`src/rtl/fetch_pkg.sv`:
```
// Shared types and constants for the instruction fetch stage and its buffer.
// Pure declarations: no logic, no latency or backpressure of its own.
// Fetch-side FSM encoding, instruction size and default buffer entry layout.
package fetch_pkg;

    typedef enum logic [1:0] {
        FS_RUN  = 2'd0,
        FS_FULL = 2'd1,
        FS_HALT = 2'd2
    } fetch_state_e;

    localparam int          INSTR_BYTES          = 4;
    localparam logic [31:0] DEFAULT_RESET_VECTOR = 32'h0000_0000;

    typedef struct packed {
        logic [31:0] pc;
        logic [31:0] instr;
    } fetch_entry_t;

endpackage

```
`src/rtl/fetch_buf.sv`:
```
// Synchronous FIFO of fetch entries with flush; head is read combinationally.
// Latency: a push is visible at the head in the cycle after it is written.
// Backpressure: the producer must not push into a full buffer unless it pops in the same cycle.
module fetch_buf
    import fetch_pkg::*;
#(
    parameter type entry_t = fetch_entry_t,
    parameter int  DEPTH   = 2
) (
    input  logic                   clk,
    input  logic                   rst_n,
    input  logic                   push,
    input  logic                   pop,
    input  logic                   flush,
    input  entry_t                 push_dat,
    output entry_t                 head_dat,
    output logic                   empty,
    output logic [$clog2(DEPTH):0] count
);

    localparam int PW = $clog2(DEPTH);

    entry_t        mem [DEPTH];
    logic [PW-1:0] wr_ptr;
    logic [PW-1:0] rd_ptr;
    logic          full;
    logic          do_push;
    logic          do_pop;

    assign empty    = (count == '0);
    assign full     = (count == (PW+1)'(DEPTH));
    assign do_push  = push & ~flush;
    assign do_pop   = pop & ~empty & ~flush;
    assign head_dat = mem[rd_ptr];

    // Pointers wrap naturally because DEPTH is a power of two.
    always_ff @(posedge clk) begin
        if (!rst_n || flush) begin
            wr_ptr <= '0;
            rd_ptr <= '0;
            count  <= '0;
        end else begin
            if (do_push) wr_ptr <= wr_ptr + PW'(1);
            if (do_pop)  rd_ptr <= rd_ptr + PW'(1);
            count <= count + (PW+1)'(do_push) - (PW+1)'(do_pop);
        end
    end

    always_ff @(posedge clk) begin
        if (do_push) mem[wr_ptr] <= push_dat;
    end

    always_ff @(posedge clk) begin
        if (rst_n) assert (!(do_push && !do_pop && full));
    end

endmodule

```
`src/rtl/instr_fetch.sv`:
```
// Fetch stage: PC generation, sync-read imem issue, fetch buffer to decode; FETCH_MISALIGN_TRAP_EN adds a misaligned-redirect trap.
// Latency: address issued in t, instruction valid to decode in t+2; redirect target valid in t+2.
// Backpressure: issue stalls while buffered + in-flight entries would exceed BUF_DEPTH, resuming on the popping cycle.
module instr_fetch
    import fetch_pkg::*;
#(
    parameter int                       ADDRESS_WIDTH = 32,
    parameter int                       DATA_WIDTH    = 32,
    parameter logic [ADDRESS_WIDTH-1:0] RESET_VECTOR  = ADDRESS_WIDTH'(DEFAULT_RESET_VECTOR),
    parameter int                       BUF_DEPTH     = 2
) (
    input  logic                     clk,
    input  logic                     rst_n,
    output logic [ADDRESS_WIDTH-1:0] imem_addr,
    input  logic [DATA_WIDTH-1:0]    imem_rdata,
    input  logic                     redirect_valid,
    input  logic [ADDRESS_WIDTH-1:0] redirect_pc,
    output logic                     instr_valid,
    input  logic                     instr_ready,
    output logic [DATA_WIDTH-1:0]    instr_out,
    output logic [ADDRESS_WIDTH-1:0] pc_out,
    output logic                     fetch_misaligned
);

    localparam logic [1:0] S_RUN  = FS_RUN;
    localparam logic [1:0] S_FULL = FS_FULL;
    localparam logic [1:0] S_HALT = FS_HALT;
    localparam int         CW     = $clog2(BUF_DEPTH) + 2;

    typedef struct packed {
        logic [ADDRESS_WIDTH-1:0] pc;
        logic [DATA_WIDTH-1:0]    instr;
    } entry_t;

    logic [1:0]                 state;
    logic [ADDRESS_WIDTH-1:0]   fetch_pc;
    logic [ADDRESS_WIDTH-1:0]   inflight_pc;
    logic [ADDRESS_WIDTH-1:0]   redirect_tgt;
    logic                       inflight;
    logic                       issue;
    logic                       room;
    logic                       pop;
    logic                       push;
    logic                       halted;
    logic                       redirect_bad;
    logic [$clog2(BUF_DEPTH):0] buf_count;
    logic                       buf_empty;
    logic [CW-1:0]              occ;
    entry_t                     head;
    entry_t                     push_entry;

`ifdef FETCH_MISALIGN_TRAP_EN
    logic misaligned_q;

    assign redirect_tgt     = redirect_pc;
    assign redirect_bad     = redirect_valid && (redirect_pc[1:0] != 2'b00);
    assign fetch_misaligned = misaligned_q;

    // Sticky until the next redirect, which either re-arms or clears it.
    always_ff @(posedge clk) begin
        if (!rst_n)              misaligned_q <= 1'b0;
        else if (redirect_valid) misaligned_q <= redirect_bad;
    end
`else
    assign redirect_tgt     = redirect_pc & ~ADDRESS_WIDTH'(3);
    assign redirect_bad     = 1'b0;
    assign fetch_misaligned = 1'b0;
`endif

    assign halted      = (state == S_HALT);
    assign instr_valid = rst_n & ~buf_empty;
    assign pop         = instr_valid & instr_ready;
    assign instr_out   = instr_valid ? head.instr : '0;
    assign pc_out      = instr_valid ? head.pc : '0;

    // Occupancy counts the slot a same-cycle pop frees, so issue resumes without a bubble.
    assign occ  = CW'(buf_count) + CW'(inflight) - CW'(pop);
    assign room = (occ < CW'(BUF_DEPTH));

    always_comb begin
        issue = 1'b0;
        if (redirect_valid) issue = ~redirect_bad;
        else if (!halted)   issue = room;
    end

    always_comb begin
        imem_addr = fetch_pc;
        if (!rst_n)              imem_addr = RESET_VECTOR;
        else if (redirect_valid) imem_addr = redirect_tgt;
    end

    // A redirect kills the response of the fetch issued before it.
    assign push             = inflight & ~redirect_valid;
    assign push_entry.pc    = inflight_pc;
    assign push_entry.instr = imem_rdata;

    always_ff @(posedge clk) begin
        if (!rst_n) begin
            fetch_pc    <= RESET_VECTOR;
            inflight_pc <= RESET_VECTOR;
            inflight    <= 1'b0;
            state       <= S_RUN;
        end else begin
            inflight <= issue;
            if (issue) begin
                inflight_pc <= imem_addr;
                fetch_pc    <= imem_addr + ADDRESS_WIDTH'(INSTR_BYTES);
            end
            if (redirect_bad) state <= S_HALT;
            else if (issue)   state <= S_RUN;
            else if (!halted) state <= S_FULL;
        end
    end

    fetch_buf #(
        .entry_t (entry_t),
        .DEPTH   (BUF_DEPTH)
    ) u_buf (
        .clk      (clk),
        .rst_n    (rst_n),
        .push     (push),
        .pop      (pop),
        .flush    (redirect_valid),
        .push_dat (push_entry),
        .head_dat (head),
        .empty    (buf_empty),
        .count    (buf_count)
    );

endmodule

```
`config.mk`:
```
export PLATFORM = sky130hd
export DESIGN_NAME = instr_fetch
export DESIGN_NICKNAME = d
export VERILOG_FILES = /design/src/rtl/fetch_pkg.sv /design/src/rtl/fetch_buf.sv /design/src/rtl/instr_fetch.sv
export SDC_FILE = /design/constraint.sdc
export NUM_CORES = 1
export LEC_CHECK = 0
export CAP_MARGIN = 0
export CORE_ASPECT_RATIO = 1.5
export CORE_UTILIZATION = 66
export DETAILED_ROUTE_END_ITERATION = 16
export DONT_BUFFER_PORTS = 1
export PLACE_DENSITY_LB_ADDON = 0.2
export SYNTH_ARGS = -nofsm -noshare
export SYNTH_HDL_FRONTEND = slang
export SYNTH_SLANG_ARGS = --single-unit
```
`constraint.sdc`:
```
create_clock -name clk -period 6.2 [get_ports clk]
set_input_delay 0 -clock clk [delete_from_list [all_inputs] [get_ports clk]]
set_output_delay 0 -clock clk [all_outputs]
set_load 0.02 [all_outputs]
```
After elaboration in Yosys (flattened, before gate mapping)
Memories as Yosys holds them, arrays and structs flattened. A register that Yosys moved wholly into a read port is not among the register bits.
Cells that the tools add are included.
Storage, ports and cells
  memory bits (writable): 128
  word-level logic and storage cells: 35
  flip-flop bits (word level): 69
  input port bits: 68
  memories: 1
  output and inout bits: 98
Memory list
  u_buf.mem: depth 2, width 64, read ports 1, clocked after memory_dff 1, wr ports 1, RTL line fetch_buf.sv:23  | entry_t mem [DEPTH];
Operators by class
  bitwise gates (word level): 8
  mux-type cells: 9
  reduce and logical (&&, ||, !) cells: 3
  $lt $le $gt $ge: 1
  add/subtract/negate cells: 7
Operators by type and width (number)
  32-bit two-way mux: 4
  32-bit by 3-bit adder with 32-bit output (second input constant): 1
  1-bit bitwise AND: 6
  1-bit two-way mux: 5
  2-bit by 1-bit adder with 3-bit output: 1
  3-bit by 2-bit less-than comparator with 1-bit output (second input constant): 1
  3-bit by 1-bit subtractor with 3-bit output: 1
  1-bit adder (second input constant): 2
  2-bit by 1-bit adder with 2-bit output: 1
  2-bit logical NOT: 1
  1-bit inverter: 2
  2-bit by 1-bit subtractor with 2-bit output: 1
  1-bit logical NOT: 1
  1-bit logical OR: 1

Longest topological paths before layout
  depth in word-level cells: 8
  gate-level depth with buffers: 16
  gate-level depth less buffers: 12

Cells and area by module
Synthesis repeated with hierarchy kept, for this count alone.
Unflattened totals
  cells, all modules: 779
  area total of the unflattened synthesis: 9326.4 µm²
By module, submodules not included
  fetch_buf: area each 5168.7 µm², cells an instance 225, instances 1, sequential area each 3943.8 µm²
  instr_fetch: area each 4157.7 µm², cells an instance 554, instances 1, sequential area each 1261.2 µm²

Least setup slack after synthesis
OpenSTA, ideal clock, no wires.
  kind: in2reg
  from: input redirect_valid
  to: memory u_buf.mem[0][0] (netlist bit), enable pin
  library setup time: 0.494 ns
  arrival: 3.705 ns
  slack: 2.001 ns
  cell stages on the path: 6
  cells stage by stage: buf_6 buf_4 buf_2 buf_2 nor2b_1 nor2b_1
Between the ends
  cells in the longest elaborated chain, start to end: 5
RTL lines
  start, declared: RTL line instr_fetch.sv:16  | input logic redirect_valid,
  1-bit inverter *: RTL line fetch_buf.sv:32, instr_fetch.sv:93
  1-bit bitwise AND: RTL line instr_fetch.sv:93  | assign push = inflight & ~redirect_valid;
  1-bit bitwise AND *: RTL line fetch_buf.sv:32  | assign do_push = push & ~flush;
  named net u_buf.do_push: RTL line fetch_buf.sv:27  | logic do_push;
  1-bit two-way mux *: RTL line fetch_buf.sv:50  | if (do_push) mem[wr_ptr] <= push_dat;
  1-bit two-way mux (not written as such) *: RTL line fetch_buf.sv:50
  end, declared: RTL line fetch_buf.sv:23
The timed path passes the listed nets; every way through them passes the cells marked *.

Worst setup path in the final report
  from: register u_buf.count[1]
  to: register fetch_pc[8]
Between the ends
  cells in the longest elaborated chain, start to end: 7
RTL lines
  start, declared: RTL line fetch_buf.sv:18  | output logic [$clog2(DEPTH):0] count
  start signal, assigned: RTL line fetch_buf.sv:45  | count <= count + (PW+1)'(do_push) - (PW+1)'(do_pop);
  2-bit logical NOT: RTL line fetch_buf.sv:30  | assign empty = (count == '0);
  1-bit inverter: RTL line instr_fetch.sv:71  | assign instr_valid = rst_n & ~buf_empty;
  1-bit bitwise AND: RTL line instr_fetch.sv:71
  named net instr_valid: RTL line instr_fetch.sv:18  | output logic instr_valid,
  1-bit bitwise AND: RTL line instr_fetch.sv:72  | assign pop = instr_valid & instr_ready;
  3-bit by 1-bit subtractor with 3-bit output: RTL line instr_fetch.sv:77  | assign occ = CW'(buf_count) + CW'(inflight) - CW'(pop);
  3-bit by 2-bit less-than comparator with 1-bit output: RTL line instr_fetch.sv:78  | assign room = (occ < CW'(BUF_DEPTH));
  1-bit two-way mux: RTL line instr_fetch.sv:82  | if (redirect_valid) issue = ~redirect_bad;
  end signal, assigned: RTL line instr_fetch.sv:107  | fetch_pc <= imem_addr + ADDRESS_WIDTH'(INSTR_BYTES);
  end, declared: RTL line instr_fetch.sv:36  | logic [ADDRESS_WIDTH-1:0] fetch_pc;
The timed path passes the listed nets, and every way through them passes these cells.
A chain may end at the register's enable or synchronous reset.

==> results.yml <==
final_layout:
  layout-drive-gt1-share: 0.0759
  final_cell_mix: "edfxtp_1 (128), nor2_1 (118), mux2i_1 (100)"
  insertedDiodeCount: 0
  final_nets: 851
  final_common_cell: "edfxtp_1"
  area_growth_syn_to_layout_pct: 15.5
  num-fill-cells: 796
pwr:
  power_frac_clock: 0.364
  peakVddDrop_v: 0.000199
  power_switching_share: 0.238
  p_per_area_nw_per_um2: 272
  switchingPower_mw: 0.647
  p_int_mw: 2.07
  pwr-share-comb: 0.089
  seq_power_share: 0.547
  p_leak_nw: 3.51
critical_path:
  crit_type: "reg -> reg"
  startpoint: "u_buf.count[1]"
  endpoint: "fetch_pc[8]"
  r2r_start: "u_buf.count[1]"
  crit_required_ns: 6.56
  cp-end-kind: "flip-flop"
  rr_endpoint: "fetch_pc[8]"
  cp.arrival_ns: 4.49
  cp-start-kind: "flip-flop"
  ff2ff_path_depth: 13
  r2r_slack_ns: 2.07
  path_max_fanout: 27
synth:
  synth_flop_cell: "edfxtp_1"
  postSynth.asyncResetShare: 0
  syn_area_um2: 8640
  synth_top_family_by_area: "simple AND/OR/NAND/NOR gates"
  syn_avg_cell_area_um2: 11.9
  muxShareOfSynthArea: 0.135
  synth_fp_nets: 796
  synthSimpleGateAreaFrac: 0.150
  synthDistinctLibCells: 59
  synth_xor_xnor_area_share: 0.0162
  synth-edff-count: 128
  yosysSeqAreaShare: 0.603
  synth_seq_cells: 196
  netlist_instances: 723
  synth-adder-area-share: 0.00811
  yosys_warnings: 0
  synth_compound_area_frac: 0.0548
timing:
  maxSlewViolCount: 0
  maxSlewHeadroom: 0.267
  fin_crit_ns: 4.13
  tightest_slew_ns: 1.10
  tns_ns: 0
  rsz0062_at_grt: "no"
  max_freq_mhz: 242
  setup_ws_ns: 2.07
  setup_viol: 0
  skew_ns: 0.0188
  hold_viol_final: 0
  finalCritPeriodShare: 0.666
min_path:
  hp-class: "in -> reg"
  holdPathStages: 3
clock_tree:
  numCtsBuffers: 17
  postCtsSetupRepairBufs: 0
  htree_levels: 4
  clkTransAtPathRegs_ns: 0.07
  cts_hold_buf: 73
  clock_sinks: 196
  tritoncts: "built"
  clockRootBuffer: "clkbuf_16"
  cts-resized-gates: 0
  clk_latency_ns: 0.42
  cts.path.max_buffers: 2
floorplanning:
  io_pins: 166
  die-area_um2: 13600
  die_w_um: 95.4
  core_area_um2: 12600
  num_rows: 50
  die_y_um: 142
  start_util: 0.684
run_status:
  status: "finished, final reports clean"
route:
  ant_nets: 0
  drt_iter0_drc: 263
  first_pass_iters: 5
  routed_wirelength_um: 18500
  via_per_inst: 6.10
  wire_per_inst_um: 19.5
  route.detailed.drc: 0
  num_vias: 5772
global_route:
  antenna_found_initial: 0
  grt_pass1_wl_um: 28000
  grt_use_total: 0.274
  grt_pass1_vias: 5724
  grt_overflow: 0
  grt_max_degree: 65
placement:
  detailedPlace.worstSlack_ns: 2.56
  portBuffers: 0
  hpwl_um: 11300
  routabilityCongestion: 0.916
run:
  cap_violations: 0
-- cell families (layout without fill, tap and decap cells) --
family                     after synthesis  in the layout
DFF                                    196            196
adders and majority gates                5              5
muxes                                  115            115
other                                    1              1
buffers and inverters                   61            129
xor gates and xnor gates                16             16
and+or+nand+nor                        268            268
AOI/OAI and AO/OA                       61             61
-- worst max-delay path, stage by stage (launching register included) --
cell	delay (ns)
dfxtp_1	0.37
o21ai_4	0.17
inv_1	0.15
nand2_1	0.16
inv_1	0.06
ha_1	0.26
nor2b_1	0.05
fa_1	0.37
xnor2_1	0.58
o21a_1	0.81
a22o_1	0.26
o21ai_0	0.09
a31oi_1	0.17
dlygate4sd3_1	0.57
-- cells in the mapped netlist, drive strengths merged (2+ instances only) --
| cell | n | area (um2) |
|---|---|---|
| nor2 | 118 | 443 |
| and2 | 10 | 62.6 |
| mux2i | 100 | 1000 |
| o211a | 2 | 20.0 |
| mux2 | 15 | 169 |
| nand3 | 34 | 170 |
| o21ai | 15 | 75.1 |
| a211oi | 10 | 80.1 |
| dfxtp | 68 | 1360 |
| or4 | 2 | 15.0 |
| a21o | 3 | 22.5 |
| inv | 19 | 71.3 |
| nor2b | 5 | 31.3 |
| o22a | 2 | 17.5 |
| nor4 | 9 | 56.3 |
| nand4b | 2 | 17.5 |
| clkbuf | 24 | 90.1 |
| o22ai | 2 | 12.5 |
| o41ai | 2 | 55.1 |
| xor2 | 2 | 17.5 |
| nand2b | 7 | 51.3 |
| nand4 | 6 | 37.5 |
| ha | 4 | 50.1 |
| buf | 18 | 116 |
| nor4b | 4 | 56.3 |
| nor3 | 10 | 50.1 |
| edfxtp | 128 | 3840 |
| a21oi | 6 | 30.0 |
| nand3b | 8 | 60.1 |
| and4 | 2 | 17.5 |
| o21a | 2 | 15.0 |
| nand2 | 41 | 156 |
| and3 | 7 | 43.8 |
| o211ai | 2 | 15.0 |
| o31a | 2 | 17.5 |
| o31ai | 3 | 22.5 |
| a21boi | 4 | 30.0 |
| xnor2 | 14 | 123 |
-- stage by stage --
step                hold WS (ns)   util  instance area, um2  total power, mW  cells
floorplan                 0.0989      -                8640             1.67    723
global placement          0.0990  0.688                8690             1.69    842
detailed placement        0.0990  0.688                8690             1.70    842
CTS                      0.00173  0.789                9980             2.73    947
global route              0.0226  0.789                9980             2.81    947
finish                    0.0301  0.789                9980             2.72    947
-- area by class of cell --
class	count	area, um2	share of cell area
sequential	196	5210	0.522
multi-input combinational	466	3180	0.318
timing repair buffer	78	788	0.0790
clock buffer	19	433	0.0434
tap	156	195	0.0196
clock inverter	13	104	0.0104
inverter	19	71.3	0.00715
-- state kept, by name, summed over array words and instances (netlist names), named ones only --
register / flops
fetch_pc: 32
inflight: 1
inflight_pc: 30
u_buf.count: 2
u_buf.mem: 128
u_buf.rd_ptr: 1
u_buf.wr_ptr: 1
-- per-layer routing --
layer,vias up,track usage,share of wire
li1,2715,-,-
met1,2746,0.333,0.40
met2,272,0.467,0.50
met3,39,0.0529,0.070
met4,0,0.121,0.026
met5,-,0,0
-- worst min path at each step --
stage	start	end	slack, ns
6_report	redirect_valid	inflight_pc[19]	0.03
5_1_grt	redirect_valid	inflight_pc[19]	0.02
4_1_cts	redirect_pc[18]	fetch_pc[18]	0.002
2_1_floorplan	imem_rdata[0]	u_buf.mem[0][0]	0.1
3_5_place_dp	imem_rdata[16]	u_buf.mem[1][16]	0.1
3_3_place_gp	imem_rdata[27]	u_buf.mem[0][27]	0.1
-- power by group through the flow --
stage          sequential, mW  combinational [mW]  clock [mW]
2_1_floorplan            1.50               0.167           0
3_3_place_gp             1.51               0.176           0
3_5_place_dp             1.52               0.181           0
4_1_cts                  1.49               0.238        1.01
5_1_grt                  1.49               0.260        1.06
6_report                 1.49               0.241       0.990
No activity file was read; power rests on OpenSTA's default activity.
